--- src/rtl/mult_int6b_inv_seq.sv ---
// Sequential signed divide-by-constant: inverse of the 6-bit constant multiplier.
// Restoring divider, one quotient bit per cycle, valid/ready on both sides.
module mult_int6b_inv_seq #(
  parameter int BIT_WIDTH  = 6,
  parameter int COEF_WIDTH = 8,
  parameter int OUT_WIDTH  = BIT_WIDTH + COEF_WIDTH,
  parameter int COEF       = 77
) (
  input  logic                  clk,
  input  logic                  rst_n,
  input  logic                  in_valid,
  output logic                  in_ready,
  input  logic [OUT_WIDTH-1:0]  in_prod,
  output logic                  out_valid,
  input  logic                  out_ready,
  output logic [BIT_WIDTH-1:0]  out_inp,
  output logic [COEF_WIDTH-1:0] out_rem,
  output logic                  out_exact,
  output logic                  out_ovf
);

  localparam int CNT_W = $clog2(OUT_WIDTH + 1);
  localparam int DIV_W = COEF_WIDTH + 1;
  localparam int ABS_C = (COEF < 0) ? -COEF : COEF;

  localparam logic [DIV_W-1:0] DIVISOR = DIV_W'(ABS_C);
  localparam logic             COEF_NEG = (COEF < 0);
  localparam logic [CNT_W-1:0] LAST = CNT_W'(OUT_WIDTH);

  localparam logic [OUT_WIDTH-1:0] QPOS_LIM =
    OUT_WIDTH'((1 << (BIT_WIDTH - 1)) - 1);
  localparam logic [OUT_WIDTH-1:0] QNEG_LIM =
    OUT_WIDTH'(1 << (BIT_WIDTH - 1));

  localparam logic [BIT_WIDTH-1:0] Q_MAX = {1'b0, {(BIT_WIDTH-1){1'b1}}};
  localparam logic [BIT_WIDTH-1:0] Q_MIN = {1'b1, {(BIT_WIDTH-1){1'b0}}};

  typedef enum logic [1:0] {
    IDLE,
    DIV,
    DONE
  } state_e;

  state_e state_q, state_d;

  logic [CNT_W-1:0]      cnt_q, cnt_d;
  logic [OUT_WIDTH-1:0]  mag_q, mag_d;
  logic [COEF_WIDTH-1:0] prem_q, prem_d;
  logic                  dsign_q, dsign_d;
  logic                  qsign_q, qsign_d;
  logic [BIT_WIDTH-1:0]  inp_q, inp_d;
  logic [COEF_WIDTH-1:0] rem_q, rem_d;
  logic                  exact_q, exact_d;
  logic                  ovf_q, ovf_d;

  logic [OUT_WIDTH-1:0]  abs_in;
  logic [DIV_W-1:0]      trial;
  logic [DIV_W-1:0]      diff;
  logic                  qbit;
  logic                  q_ovf;
  logic [BIT_WIDTH-1:0]  q_sat;
  logic [BIT_WIDTH-1:0]  q_low;

  // state register
  always_ff @(posedge clk or negedge rst_n) begin
    if (!rst_n) begin
      state_q <= IDLE;
    end else begin
      state_q <= state_d;
    end
  end

  // next state
  always_comb begin
    state_d = state_q;
    unique case (state_q)
      IDLE: if (in_valid) state_d = DIV;
      DIV:  if (cnt_q == LAST) state_d = DONE;
      DONE: if (out_ready) state_d = IDLE;
      default: state_d = IDLE;
    endcase
  end

  // handshake outputs
  always_comb begin
    in_ready  = 1'b0;
    out_valid = 1'b0;
    unique case (state_q)
      IDLE:    in_ready  = 1'b1;
      DONE:    out_valid = 1'b1;
      default: ;
    endcase
  end

  // |in_prod|; the most negative value maps to 2^(N-1) without wrapping
  always_comb begin
    abs_in = in_prod;
    if (in_prod[OUT_WIDTH-1]) abs_in = ~in_prod + 1'b1;
  end

  // one restoring step against |COEF|
  always_comb begin
    trial = {prem_q, mag_q[OUT_WIDTH-1]};
    diff  = trial - DIVISOR;
    qbit  = (trial >= DIVISOR);
  end

  // signed, saturated quotient from the finished magnitude
  always_comb begin
    q_low = mag_q[BIT_WIDTH-1:0];
    if (qsign_q) q_ovf = (mag_q > QNEG_LIM);
    else         q_ovf = (mag_q > QPOS_LIM);
    if (q_ovf)        q_sat = qsign_q ? Q_MIN : Q_MAX;
    else if (qsign_q) q_sat = -q_low;
    else              q_sat = q_low;
  end

  always_comb begin
    cnt_d   = cnt_q;
    mag_d   = mag_q;
    prem_d  = prem_q;
    dsign_d = dsign_q;
    qsign_d = qsign_q;
    inp_d   = inp_q;
    rem_d   = rem_q;
    exact_d = exact_q;
    ovf_d   = ovf_q;
    unique case (state_q)
      IDLE: begin
        if (in_valid) begin
          cnt_d   = '0;
          mag_d   = abs_in;
          prem_d  = '0;
          dsign_d = in_prod[OUT_WIDTH-1];
          qsign_d = in_prod[OUT_WIDTH-1] ^ COEF_NEG;
        end
      end
      DIV: begin
        if (cnt_q != LAST) begin
          cnt_d  = cnt_q + CNT_W'(1);
          mag_d  = {mag_q[OUT_WIDTH-2:0], qbit};
          prem_d = qbit ? diff[COEF_WIDTH-1:0]
                        : trial[COEF_WIDTH-1:0];
        end else begin
          cnt_d   = '0;
          inp_d   = q_sat;
          rem_d   = dsign_q ? -prem_q : prem_q;
          exact_d = (prem_q == '0);
          ovf_d   = q_ovf;
        end
      end
      default: ;
    endcase
  end

  always_ff @(posedge clk or negedge rst_n) begin
    if (!rst_n) begin
      cnt_q   <= '0;
      mag_q   <= '0;
      prem_q  <= '0;
      dsign_q <= 1'b0;
      qsign_q <= 1'b0;
      inp_q   <= '0;
      rem_q   <= '0;
      exact_q <= 1'b0;
      ovf_q   <= 1'b0;
    end else begin
      cnt_q   <= cnt_d;
      mag_q   <= mag_d;
      prem_q  <= prem_d;
      dsign_q <= dsign_d;
      qsign_q <= qsign_d;
      inp_q   <= inp_d;
      rem_q   <= rem_d;
      exact_q <= exact_d;
      ovf_q   <= ovf_d;
    end
  end

  assign out_inp   = inp_q;
  assign out_rem   = rem_q;
  assign out_exact = exact_q;
  assign out_ovf   = ovf_q;

endmodule

--- config.mk ---
export PLATFORM = sky130hd
export DESIGN_NAME = mult_int6b_inv_seq
export DESIGN_NICKNAME = d
export VERILOG_FILES = /design/src/rtl/mult_int6b_inv_seq.sv
export SDC_FILE = /design/constraint.sdc
export NUM_CORES = 1
export LEC_CHECK = 0
export ABC_AREA = 1
export BUFFER_PORTS_ARGS = -buffer_cell sky130_fd_sc_hd__buf_2
export CAP_MARGIN = 25
export CELL_PAD_IN_SITES_DETAIL_PLACEMENT = 2
export CELL_PAD_IN_SITES_GLOBAL_PLACEMENT = 2
export CORE_ASPECT_RATIO = 1.2
export CORE_MARGIN = 2
export CORE_UTILIZATION = 30
export CTS_BUF_LIST = sky130_fd_sc_hd__clkbuf_4
export CTS_CLUSTER_DIAMETER = 200
export DETAILED_ROUTE_END_ITERATION = 8
export PLACE_DENSITY_LB_ADDON = 0.1
export SLEW_MARGIN = 20
export SYNTH_ARGS = -nofsm -noshare
export SYNTH_HDL_FRONTEND = slang
export SYNTH_SLANG_ARGS = --single-unit
export TNS_END_PERCENT = 100
--- constraint.sdc ---
create_clock -name clk -period 3.44 [get_ports clk]
set_input_delay 0.344 -clock clk [delete_from_list [all_inputs] [get_ports clk]]
set_output_delay 0.344 -clock clk [all_outputs]
set_load 0.05 [all_outputs]
* Word level (Yosys, flattened, before mapping)
Index checks and enable logic that the tools add are counted.
** Operators by class
- Add/sub/neg operators :: 5
- Magnitude comparators :: 3
- Equal/unequal tests :: 8
- Multiplexer cells :: 22
- Bitwise operators :: 2
- Reduce and logical (&&, ||, !) cells :: 8
** Operators by type and width (number)
- $mux W14 :: 3
- $mux W8 :: 4
- $pmux W14 S2 :: 1
- $mux W6 :: 3
- $pmux W8 S2 :: 1
- $add A14 B1 Y14 const B :: 1
- $gt A14 B5 Y1 const B :: 1
- $gt A14 B6 Y1 const B :: 1
- $not A14 Y14 :: 1
- $ge A9 B7 Y1 const B :: 1
- $logic_not A8 Y1 :: 1
- $mux W4 :: 2
- $ne A2 B2 Y1 const B :: 4
- $neg A8 Y8 :: 1
- $pmux W4 S2 :: 1
- $sub A8 B7 Y8 const B :: 1
- $mux W2 :: 3
- $neg A6 Y6 :: 1
- $pmux W2 S3 :: 1
- $reduce_and A2 Y1 :: 3
- $reduce_and A3 Y1 :: 2
- $add A4 B1 Y4 const B :: 1
- $eq A4 B4 Y1 const B :: 1
- $ne A4 B4 Y1 const B :: 1
- 6 further kinds :: 8
** Word-level totals
- Register bits :: 45
- Input port bits :: 18
- Output and inout port bits :: 18
- Word-level logic and storage cells :: 57

* Longest topological paths before layout
Gate-level depths: netlist of run 1.
- Depth after elaboration :: 5
- Gate-level depth with buffers :: 11
- Gate-level depth less buffers :: 11

* Worst setup path before layout of run 1
Ideal clock, no wire load.
- Path kind :: register to register
- From :: reg state_q[0]
- To :: reg mag_q[11]
- Setup time :: 0.122 ns
- Arrival time :: 1.799 ns
- Path slack :: 1.518 ns
- Stages on the path, launching flop included :: 8
- Buffers on the path :: 1
- Period minus slack after synthesis :: 1.922 ns
- Path through :: dfrtp_1 > nor2_1 > nand2_1 > nand2_1 > buf_2 > nand2_1 > a21oi_1 > a21oi_1
** Between the ends
- Longest elaborated chain between the ends :: 3
- Elaborated cells on any way between the ends :: 7
** Ends and longest elaborated chain
- from (decl) :: line 44 : state_e state_q, state_d;
- from (signal assigned) :: line 69 : state_q <= state_d;
- $eq A2 B1 Y1 or $logic_not A2 Y1 (tied branches) :: line 128 : unique case (state_q)
- $ne A2 B2 Y1 (no source line) or $reduce_bool A2 Y1 (tied branches)
- $reduce_and A3 Y1 (no source line)
- to (signal assigned) :: line 169 : mag_q <= mag_d;
- to (decl) :: line 47 : logic [OUT_WIDTH-1:0] mag_q, mag_d;
Parallel ways exist; a longest one is shown, timed or not.
A chain may end at the register's enable or synchronous reset.

* Final worst setup path of run 1
- From :: reg state_q[1]
- To :: reg mag_q[11]
Same word-level chain as after synthesis.

==> impl_metrics.yaml, run 1 <==
clock_tree:
  clk_pin_slew_ns: 0.14
  tritoncts: "yes"
  htreeDepth: 2
  clockBufferDepth: 2
  cts-root-buf: "clkbuf_4"
  clkLatencyLatePin_ns: 0.37
  cts_buffers: 5
  clkSinkCount: 45
power:
  peakVddDrop_mv: 0.211
  p_per_area_nw_per_um2: 965
  p_leak_uw: 0.00166
  total_power_uw: 3120
yosys:
  syn_nets: 432
  ys_seq_elements: 45
  synth_edf_count: 0
  yosys-top-cells-area: "dfrtp_1 40%, nand2_1 17%, nand3_1 8.4%, o21ai_0 6.2%, inv_1 5.3%"
  synth_ff_type: "dfrtp_1"
  synth_area_sq_um: 2850
  yosys_warnings: 0
  postSynthCellCount: 405
  seq_area_frac_synth_pct: 39.5
  netlist_top_cells_count: "127 x nand2_1, 48 x nand3_1, 45 x dfrtp_1"
  yosysMostFrequentCell: "nand2_1"
  synth_top_area_share_pct: 39.5
  ys_async_sr_fraction_pct: 100
  synth_top_area_cell: "dfrtp_1"
  synth.avg_cell_area_sq_um: 7.03
  synth_cell_types: 26
setup_path:
  cp_num_buf_inv: 4
  reg2reg_slack_ns: 1.30
  slowest_delay_ns: 0.42
  r2r-start: "state_q[1]$_DFFE_PN0P_"
  slowest_stage: "dfrtp_1"
  critPathKind: "register to register"
  cp_common_cell: "nand2_1"
  crit_start: "state_q[1]$_DFFE_PN0P_"
  cp.depth: 10
  crit_required_ns: 3.72
  cp_max_fo: 20
  rr_worst_depth: 10
  cp.arrival_ns: 2.42
  path_cells: "inv_2 -> nand2_1 -> buf_4 -> inv_1 -> nand2_1 -> nand2_1 -> buf_4 -> nand2_1 -> a21oi_1 -> a21oi_1"
  cpLargestDelayFamily: "buffers and inverters"
  critPathLaunchType: "register"
  crit_path_end: "mag_q[11]$_DFFE_PN0P_"
  cp-end-kind: "register"
  reg2reg_to: "mag_q[11]$_DFFE_PN0P_"
run_status:
  outcome: "complete, no violations"
timing:
  rsz0062_at_grt: "false"
  slew_violations: 0
  min_period_over_period_pct: 62.4
  setup_violations: 0
  worst_slew_pin_slew_ns: 0.571
  final.setup.worst_slack_ns: 1.30
  slew_headroom_pct: 61.5
  max_freq_mhz: 466
  hold_violations: 0
  finClkSkew_ns: 0.0111
  final.setup.tns_ns: 0
  fin_crit_ns: 2.14
floorplanning:
  dieArea_sq_um: 10300
  die_h_um: 111
  core_sq_um: 9130
  start_util_pct: 31.2
  rows: 38
  pin_count: 36
  dieWidth_um: 92.9
placement:
  gp_congestion: 0.740
  dp_worst_setup_slack_ns: 1.29
  hpwl_um: 6630
  portBuffers: 35
global_routing:
  gr-usage-all-layers_pct: 17.5
  grt_pass1_wl_um: 14500
  first_global_vias: 2943
  gr-total-overflow: 0
  grt_max_degree: 30
  antenna_found_initial: 0
detailed_routing:
  drtIter0Drc: 89
  finalWirelength_um: 8330
  avgViaCountPerCell: 4.87
  drc: 0
  drt_pass1_iterations: 4
  wl_per_cell_um: 14.9
  vias: 2734
  antenna_left: 0
layout:
  antenna_cells: 0
  seq_area_sq_um: 1130
  drive_above_1_share_pct: 12.5
  multi_input_area_sq_um: 1480
  area_growth_pct: 13.4
  filler_cell_count: 1146
  nNetsFinal: 467
flow_run:
  drv_cap: 0
min_path:
  hp-class: "input pin to register"
==> power by group <==
part	switching, uW	internal [uW]
registers	223	781
logic	1230	543
clock network	179	159
==> state kept, by name, summed over array words and instances (netlist names) <==
signal,flops
qsign_q,1
out_exact,1
mag_q,14
prem_q,8
out_inp,6
out_rem,8
out_ovf,1
cnt_q,4
state_q,2
==> per-layer routing <==
| metal | vias to the layer above | GRT usage, % | routed length (um) |
|---|---|---|---|
| li1 | 1363 | - | - |
| met1 | 1333 | 22.6 | 3840 |
| met2 | 34 | 30.7 | 4220 |
| met3 | 4 | 2.58 | 203 |
| met4 | 0 | 3.73 | 68 |
| met5 | - | 0 | 0 |
==> metrics by stage <==
step                util [%]  instance area, sq um  std cells  hold WS [ns]
global route            35.4                  3230        561         0.154
global placement        34.2                  3120        551         0.458
floorplan                  -                  2850        405        0.0484
detailed placement      34.4                  3140        552         0.300
CTS                     35.4                  3230        561         0.162
finish                  35.4                  3230        561         0.172
==> kinds of logic (layout without fill, tap and decap cells) <==
logic type | Yosys count | after routing | share of synthesized area, %
fa+ha+maj | 9 | 9 | 3.95
flops | 45 | 45 | 39.5
compound gates | 63 | 63 | 12.5
buf+inv | 57 | 93 | 8.44
simple gates | 218 | 218 | 31.5
xor+xnor | 13 | 13 | 4.00
==> worst register-to-register path, cell delays in order (launching register included) <==
cell	delay, ns
dfrtp_1	0.42
inv_2	0.09
nand2_1	0.06
buf_4	0.20
inv_1	0.31
nand2_1	0.27
nand2_1	0.18
buf_4	0.25
nand2_1	0.08
a21oi_1	0.11
a21oi_1	0.08
==> area by class of cell <==
type	count	share of cell area [%]
multi-input combinational	303	45.9
sequential	45	34.9
timing repair buffer	39	6.82
inverter	46	5.35
tap	120	4.65
clock buffer	6	1.39
clock inverter	2	1.05
==> placed cells by master, fill, tap and decap left out, types with 2 or more instances in the layout <==
master and n:
buf_4 2, inv_1 40, clkbuf_4 6, ha_1 9, o31ai_1 2, inv_2 4, a21oi_1 17, nand2_2 2
o211ai_1 5, dfrtp_1 45, nor2_1 36, a21oi_4 2, nand2_1 127, buf_2 35, nand3_1 48, clkinv_1 3
o21ai_0 35, xor2_1 12
==> worst min-delay path by stage <==
stage | start | endpoint | slack [ns] | depth (start not counted)
after floorplan | rst_n | cnt_q[0]$_DFFE_PN0P_ | 0.05 | 0
after global placement | out_rem[6]$_DFFE_PN0P_ | out_rem[6]$_DFFE_PN0P_ | 0.46 | 2
after detailed placement | rst_n | out_rem[0]$_DFFE_PN0P_ | 0.30 | 1
after CTS | out_ready | state_q[1]$_DFFE_PN0P_ | 0.16 | 2
after global routing | out_ready | state_q[1]$_DFFE_PN0P_ | 0.15 | 2
final | out_ready | state_q[1]$_DFFE_PN0P_ | 0.17 | 2
==> repair_timing <==
item / 4_1_cts / 5_1_grt
gates resized for setup: 0 / 0
endpoints found under the hold margin: 16 / 0
buffers inserted: 0 / 0
hold buffers: 1 / 0
Note: power is estimated with default switching activity, not from simulation.
==> inputs of run 2 (changes only) <==
==> constraint.sdc (replaced) <==
create_clock -name clk -period 2.2 [get_ports clk]
set_input_delay 0.22 -clock clk [delete_from_list [all_inputs] [get_ports clk]]
set_output_delay 0.22 -clock clk [all_outputs]
set_load 0.05 [all_outputs]
==> run 2 against run 1 <==
Net effect: count of clock-buffer cells in the layout did not move; design area rose by 1.1%; die area did not move; routed wire length rose by 2.5%; clock skew rose by 0.0093 ns; fmax rose by 18%; combinational power rose by 61%; final cell count rose by 1.1%; sequential share of layout area fell by 0.37 points; setup slack got worse by 0.92 ns; via count rose by 1.2%; global-route usage rose by 0.69 points.
==> impl_metrics.yaml, run 2 (same netlist as run 1, synthesis figures left out) <==
run_status:
  outcome: "complete, no violations"
floorplanning:
  start_util_pct: 31.2
  dieWidth_um: 92.9
  rows: 38
  core_sq_um: 9130
  pin_count: 36
  dieArea_sq_um: 10300
  die_h_um: 111
layout:
  final_common_cell: "nand2_1"
  filler_cell_count: 1144
  regMostFlops: "mag_q"
  nNetsFinal: 473
  drive_above_1_share_pct: 13.4
  largest_register_ffs: 14
  antenna_cells: 0
  multi_input_area_sq_um: 1480
  fin_util_pct: 35.8
  mostFrequentLayoutCells: "127 x nand2_1, 48 x nand3_1, 45 x dfrtp_1, 40 x inv_1, 36 x nor2_1"
  fin_cells: 567
  area_growth_pct: 14.6
  seq_area_sq_um: 1130
clock_tree:
  clkSinkCount: 45
  clk_pin_slew_ns: 0.15
  tritoncts: "yes"
  htreeDepth: 2
  ctsResizeCount: 0
  cts_buffers: 5
  clockBufferDepth: 2
  clkLatencyLatePin_ns: 0.39
  cts-root-buf: "clkbuf_4"
power:
  peakVddDrop_mv: 0.380
  p_leak_uw: 0.00169
  p_per_area_nw_per_um2: 1510
global_routing:
  grt_pass1_wl_um: 15000
  grt_max_degree: 46
  gr-total-overflow: 0
  gr-usage-all-layers_pct: 18.1
  antenna_found_initial: 0
  first_global_vias: 3069
timing:
  hold_violations: 0
  worst_slew_pin_slew_ns: 0.604
  fin_crit_ns: 1.82
  setup_violations: 0
  min_period_over_period_pct: 82.8
  max_freq_mhz: 549
  slew_headroom_pct: 59.7
  final.setup.tns_ns: 0
  finClkSkew_ns: 0.0205
  rsz0062_at_grt: "false"
  slew_violations: 0
detailed_routing:
  drt_pass1_iterations: 4
  vias: 2766
  dr.max_layer_used: "met4"
  wl_met2_um: 4450
  avgViaCountPerCell: 4.88
  wl_per_cell_um: 15.1
  antenna_left: 0
  wl_met3_um: 208
  drtIter0Drc: 68
  drc: 0
  wl_met1_um: 3780
  finalWirelength_um: 8540
placement:
  hpwl_um: 6600
  gp_congestion: 0.775
  placed_cells: 557
  portBuffers: 35
min_path:
  hp-class: "input pin to register"
  min_path_cells: 3
setup_path:
  cp.arrival_ns: 2.09
  rr_worst_depth: 9
  cp_max_fo: 9
  r2r-start: "prem_q[0]$_DFFE_PN0P_"
  crit_path_end: "prem_q[1]$_DFFE_PN0P_"
  reg2reg_slack_ns: 0.38
  critPathKind: "register to register"
  cp-end-kind: "register"
  reg2reg_to: "prem_q[1]$_DFFE_PN0P_"
  crit_start: "prem_q[0]$_DFFE_PN0P_"
  critPathLaunchType: "register"
  crit_required_ns: 2.47
flow_run:
  drv_cap: 0
## run 2: cell types whose count changed in the layout (fill, tap and decap cells not counted)
cell	delta
buf_4	+6
buf_12	-1
dlygate4sd3_1	+1
## run 2: layer usage
layer  GRT usage (%)  vias to the layer above
li1                -                     1375
met1            21.5                     1352
met2            33.6                       32
met3            2.86                        7
met4            4.71                        0
met5               0                        -
## run 2: worst min-delay path by stage
stage,from,to
after floorplan,rst_n,cnt_q[0]$_DFFE_PN0P_
after global placement,rst_n,out_rem[3]$_DFFE_PN0P_
after detailed placement,rst_n,out_rem[0]$_DFFE_PN0P_
after CTS,in_prod[11],mag_q[11]$_DFFE_PN0P_
after global routing,in_prod[11],mag_q[11]$_DFFE_PN0P_
final,in_prod[11],mag_q[11]$_DFFE_PN0P_
## run 2: repair_timing
action / 4_1_cts / 5_1_grt
endpoints found under the hold margin: 46 / 0
buffers inserted: 0 / 0
hold buffers: 2 / 0
## run 2: cell type report
class | instances | share of cell area, %
multi-input cells | 303 | 45.4
well taps | 120 | 4.60
inverters | 46 | 5.29
repair buffers | 45 | 7.82
clock buffers | 6 | 1.38
clock inverters | 2 | 1.03
flip-flops and latches | 45 | 34.5
## run 2: report_power, final
| part | internal, uW | total [uW] | switching, uW |
|---|---|---|---|
| clock network | 249 | 542 | 292 |
| registers | 1220 | 1520 | 303 |
| logic | 882 | 2850 | 1970 |
## run 2: critical path: stages, from the launching register on
cell,delay [ns]
dfrtp_1,0.41
inv_1,0.21
ha_1,0.19
nand2_1,0.07
nor2_1,0.24
a21oi_4,0.13
nand2_2,0.19
nand2_1,0.09
nand3_1,0.07
o21ai_0,0.08
## run 2: through the flow
stage               setup WS [ns]  total power [uW]  hold slack (ns)  area, sq um
floorplan                   0.278              3640          -0.0756         2850
global placement            0.512              4330            0.365         3170
detailed placement          0.405              4440            0.367         3170
CTS                         0.379              5010            0.109         3260
global route                0.220              5480            0.110         3260
finish                      0.378              4920            0.125         3260
==> inputs of run 3 (changes only) <==
==> constraint.sdc (replaced) <==
create_clock -name clk -period 1.85 [get_ports clk]
set_input_delay 0.185 -clock clk [delete_from_list [all_inputs] [get_ports clk]]
set_output_delay 0.185 -clock clk [all_outputs]
set_load 0.05 [all_outputs]
==> run 3 against run 2 <==
Net effect: die area did not move; combinational power rose by 24%; routed wire length rose by 1.5%; setup slack got worse by 0.23 ns; hold slack got worse by 0.051 ns; critical path depth fell by 2; sequential share of layout area fell by 0.70 points; register-to-register slack got worse by 0.23 ns; count of clock-buffer cells in the layout did not move; clock skew fell by 0.0018 ns; utilization rose by 0.74 points; largest power group unchanged.
==> impl_metrics.yaml, run 3 (same netlist as run 1, synthesis figures left out) <==
placement:
  gp_congestion: 0.801
  portBuffers: 35
  hpwl_um: 6750
  placed_cells: 562
timing:
  finClkSkew_ns: 0.0187
  setup_violations: 0
  slew_headroom_pct: 64.6
  rsz0062_at_grt: "false"
  min_period_over_period_pct: 92.1
  worst_slew_pin_slew_ns: 0.531
  timing.hold.ws_ns: 0.0739
  slew_violations: 0
  final.setup.tns_ns: 0
  hold_violations: 0
  max_freq_mhz: 587
  fin_crit_ns: 1.70
min_path:
  holdCritStartpoint: "in_prod[11]"
  min_path_cells: 3
  hp-class: "input pin to register"
layout:
  fin_cells: 573
  filler_cell_count: 1148
  mostFrequentLayoutCells: "127 x nand2_1, 48 x nand3_1, 45 x dfrtp_1, 40 x inv_1"
  nNetsFinal: 478
  fin_util_pct: 36.5
  regMostFlops: "mag_q"
  area_growth_pct: 17.0
  drive_above_1_share_pct: 14.8
  final_common_cell: "nand2_1"
  largest_register_ffs: 14
setup_path:
  cp-end-kind: "register"
  crit_start: "prem_q[1]$_DFFE_PN0P_"
  cp.arrival_ns: 1.97
  r2r-start: "prem_q[1]$_DFFE_PN0P_"
  reg2reg_to: "mag_q[0]$_DFFE_PN0P_"
  crit_path_end: "mag_q[0]$_DFFE_PN0P_"
  reg2reg_slack_ns: 0.15
  critPathLaunchType: "register"
  rr_worst_depth: 7
  critPathKind: "register to register"
  cp_max_fo: 9
  crit_required_ns: 2.12
power:
  p_int_uw: 2870
  total_power_uw: 5980
  peakVddDrop_mv: 0.391
  p_sw_share_pct: 52.0
  comb_power_share_pct: 58.8
  clkPwrFrac_pct: 10.6
  p_sw_uw: 3110
  p_per_area_nw_per_um2: 1790
  p_seq_share_pct: 30.6
  p_leak_uw: 0.00172
detailed_routing:
  wl_per_cell_um: 15.1
  avgViaCountPerCell: 4.86
  antenna_left: 0
  drc: 0
  vias: 2783
  finalWirelength_um: 8670
  drtIter0Drc: 47
  drt_pass1_iterations: 4
flow_run:
  drv_cap: 0
floorplanning:
  core_sq_um: 9130
  pin_count: 36
  start_util_pct: 31.2
  dieArea_sq_um: 10300
  dieWidth_um: 92.9
  die_h_um: 111
  rows: 38
global_routing:
  grt_pass1_wl_um: 15100
  antenna_found_initial: 1
  first_global_vias: 2998
  grt_max_degree: 27
  gr-total-overflow: 0
  gr-usage-all-layers_pct: 18.5
clock_tree:
  htreeDepth: 2
  tritoncts: "yes"
  clkSinkCount: 45
  postCtsSetupRepairBufs: 0
  cts_buffers: 5
  cts-root-buf: "clkbuf_4"
  clkLatencyLatePin_ns: 0.38
  clk_pin_slew_ns: 0.14
  clockBufferDepth: 2
run_status:
  outcome: "complete, no violations"
-- run 3: worst max-delay path: stages (launching register included) --
cell     delay, ns
dfrtp_1       0.50
ha_1          0.22
nand2_1       0.13
nor2_4        0.07
a21oi_4       0.20
nand2_4       0.13
o21ai_0       0.24
o21ai_1       0.09
-- run 3: area by class of cell --
class | instances | area (sq um) | area share, %
Multi-Input combinational cell | 303 | 1500 | 44.9
Tap cell | 120 | 150 | 4.51
Clock inverter | 2 | 33.8 | 1.01
Sequential cell | 45 | 1130 | 33.8
Timing Repair Buffer | 50 | 305 | 9.16
Clock buffer | 6 | 45.0 | 1.35
Antenna cell | 1 | 2.50 | 0.0751
Inverter | 46 | 173 | 5.18
-- run 3: how the worst min path moves through the flow --
stage                            endpoint
global placement    prem_q[4]$_DFFE_PN0P_
detailed placement  prem_q[4]$_DFFE_PN0P_
global route        mag_q[11]$_DFFE_PN0P_
CTS                 mag_q[11]$_DFFE_PN0P_
finish              mag_q[11]$_DFFE_PN0P_
floorplan            cnt_q[0]$_DFFE_PN0P_
-- run 3: timing repair --
action,CTS,global route
hold buffers,2,0
endpoints found under the hold margin,20,0
gates resized for setup,0,3
setup endpoints to repair,0,8
-- run 3: metrics by stage --
| step | setup WS (ns) | cell area [sq um] |
|---|---|---|
| 2_1_floorplan | 0.193 | 2850 |
| 3_3_place_gp | 0.188 | 3220 |
| 5_1_grt | 0.0334 | 3330 |
| 6_report | 0.146 | 3330 |
| 4_1_cts | 0.0799 | 3320 |
| 3_5_place_dp | 0.151 | 3220 |
-- run 3: routing by layer --
layer	share of wire, %	vias up	GRT usage (%)
met5	0	-	0
met1	43	1352	22.7
li1	-	1383	-
met3	2.2	10	2.99
met4	1.7	0	5.39
met2	53	38	32.9
-- run 3: power groups by stage --
stage	sequential, uW	clock, uW	combinational (uW)
6_report	1830	634	3520
5_1_grt	1920	697	4030
4_1_cts	1840	667	3550
3_5_place_dp	1860	0	3510
3_3_place_gp	1830	0	3410
2_1_floorplan	2240	0	2090
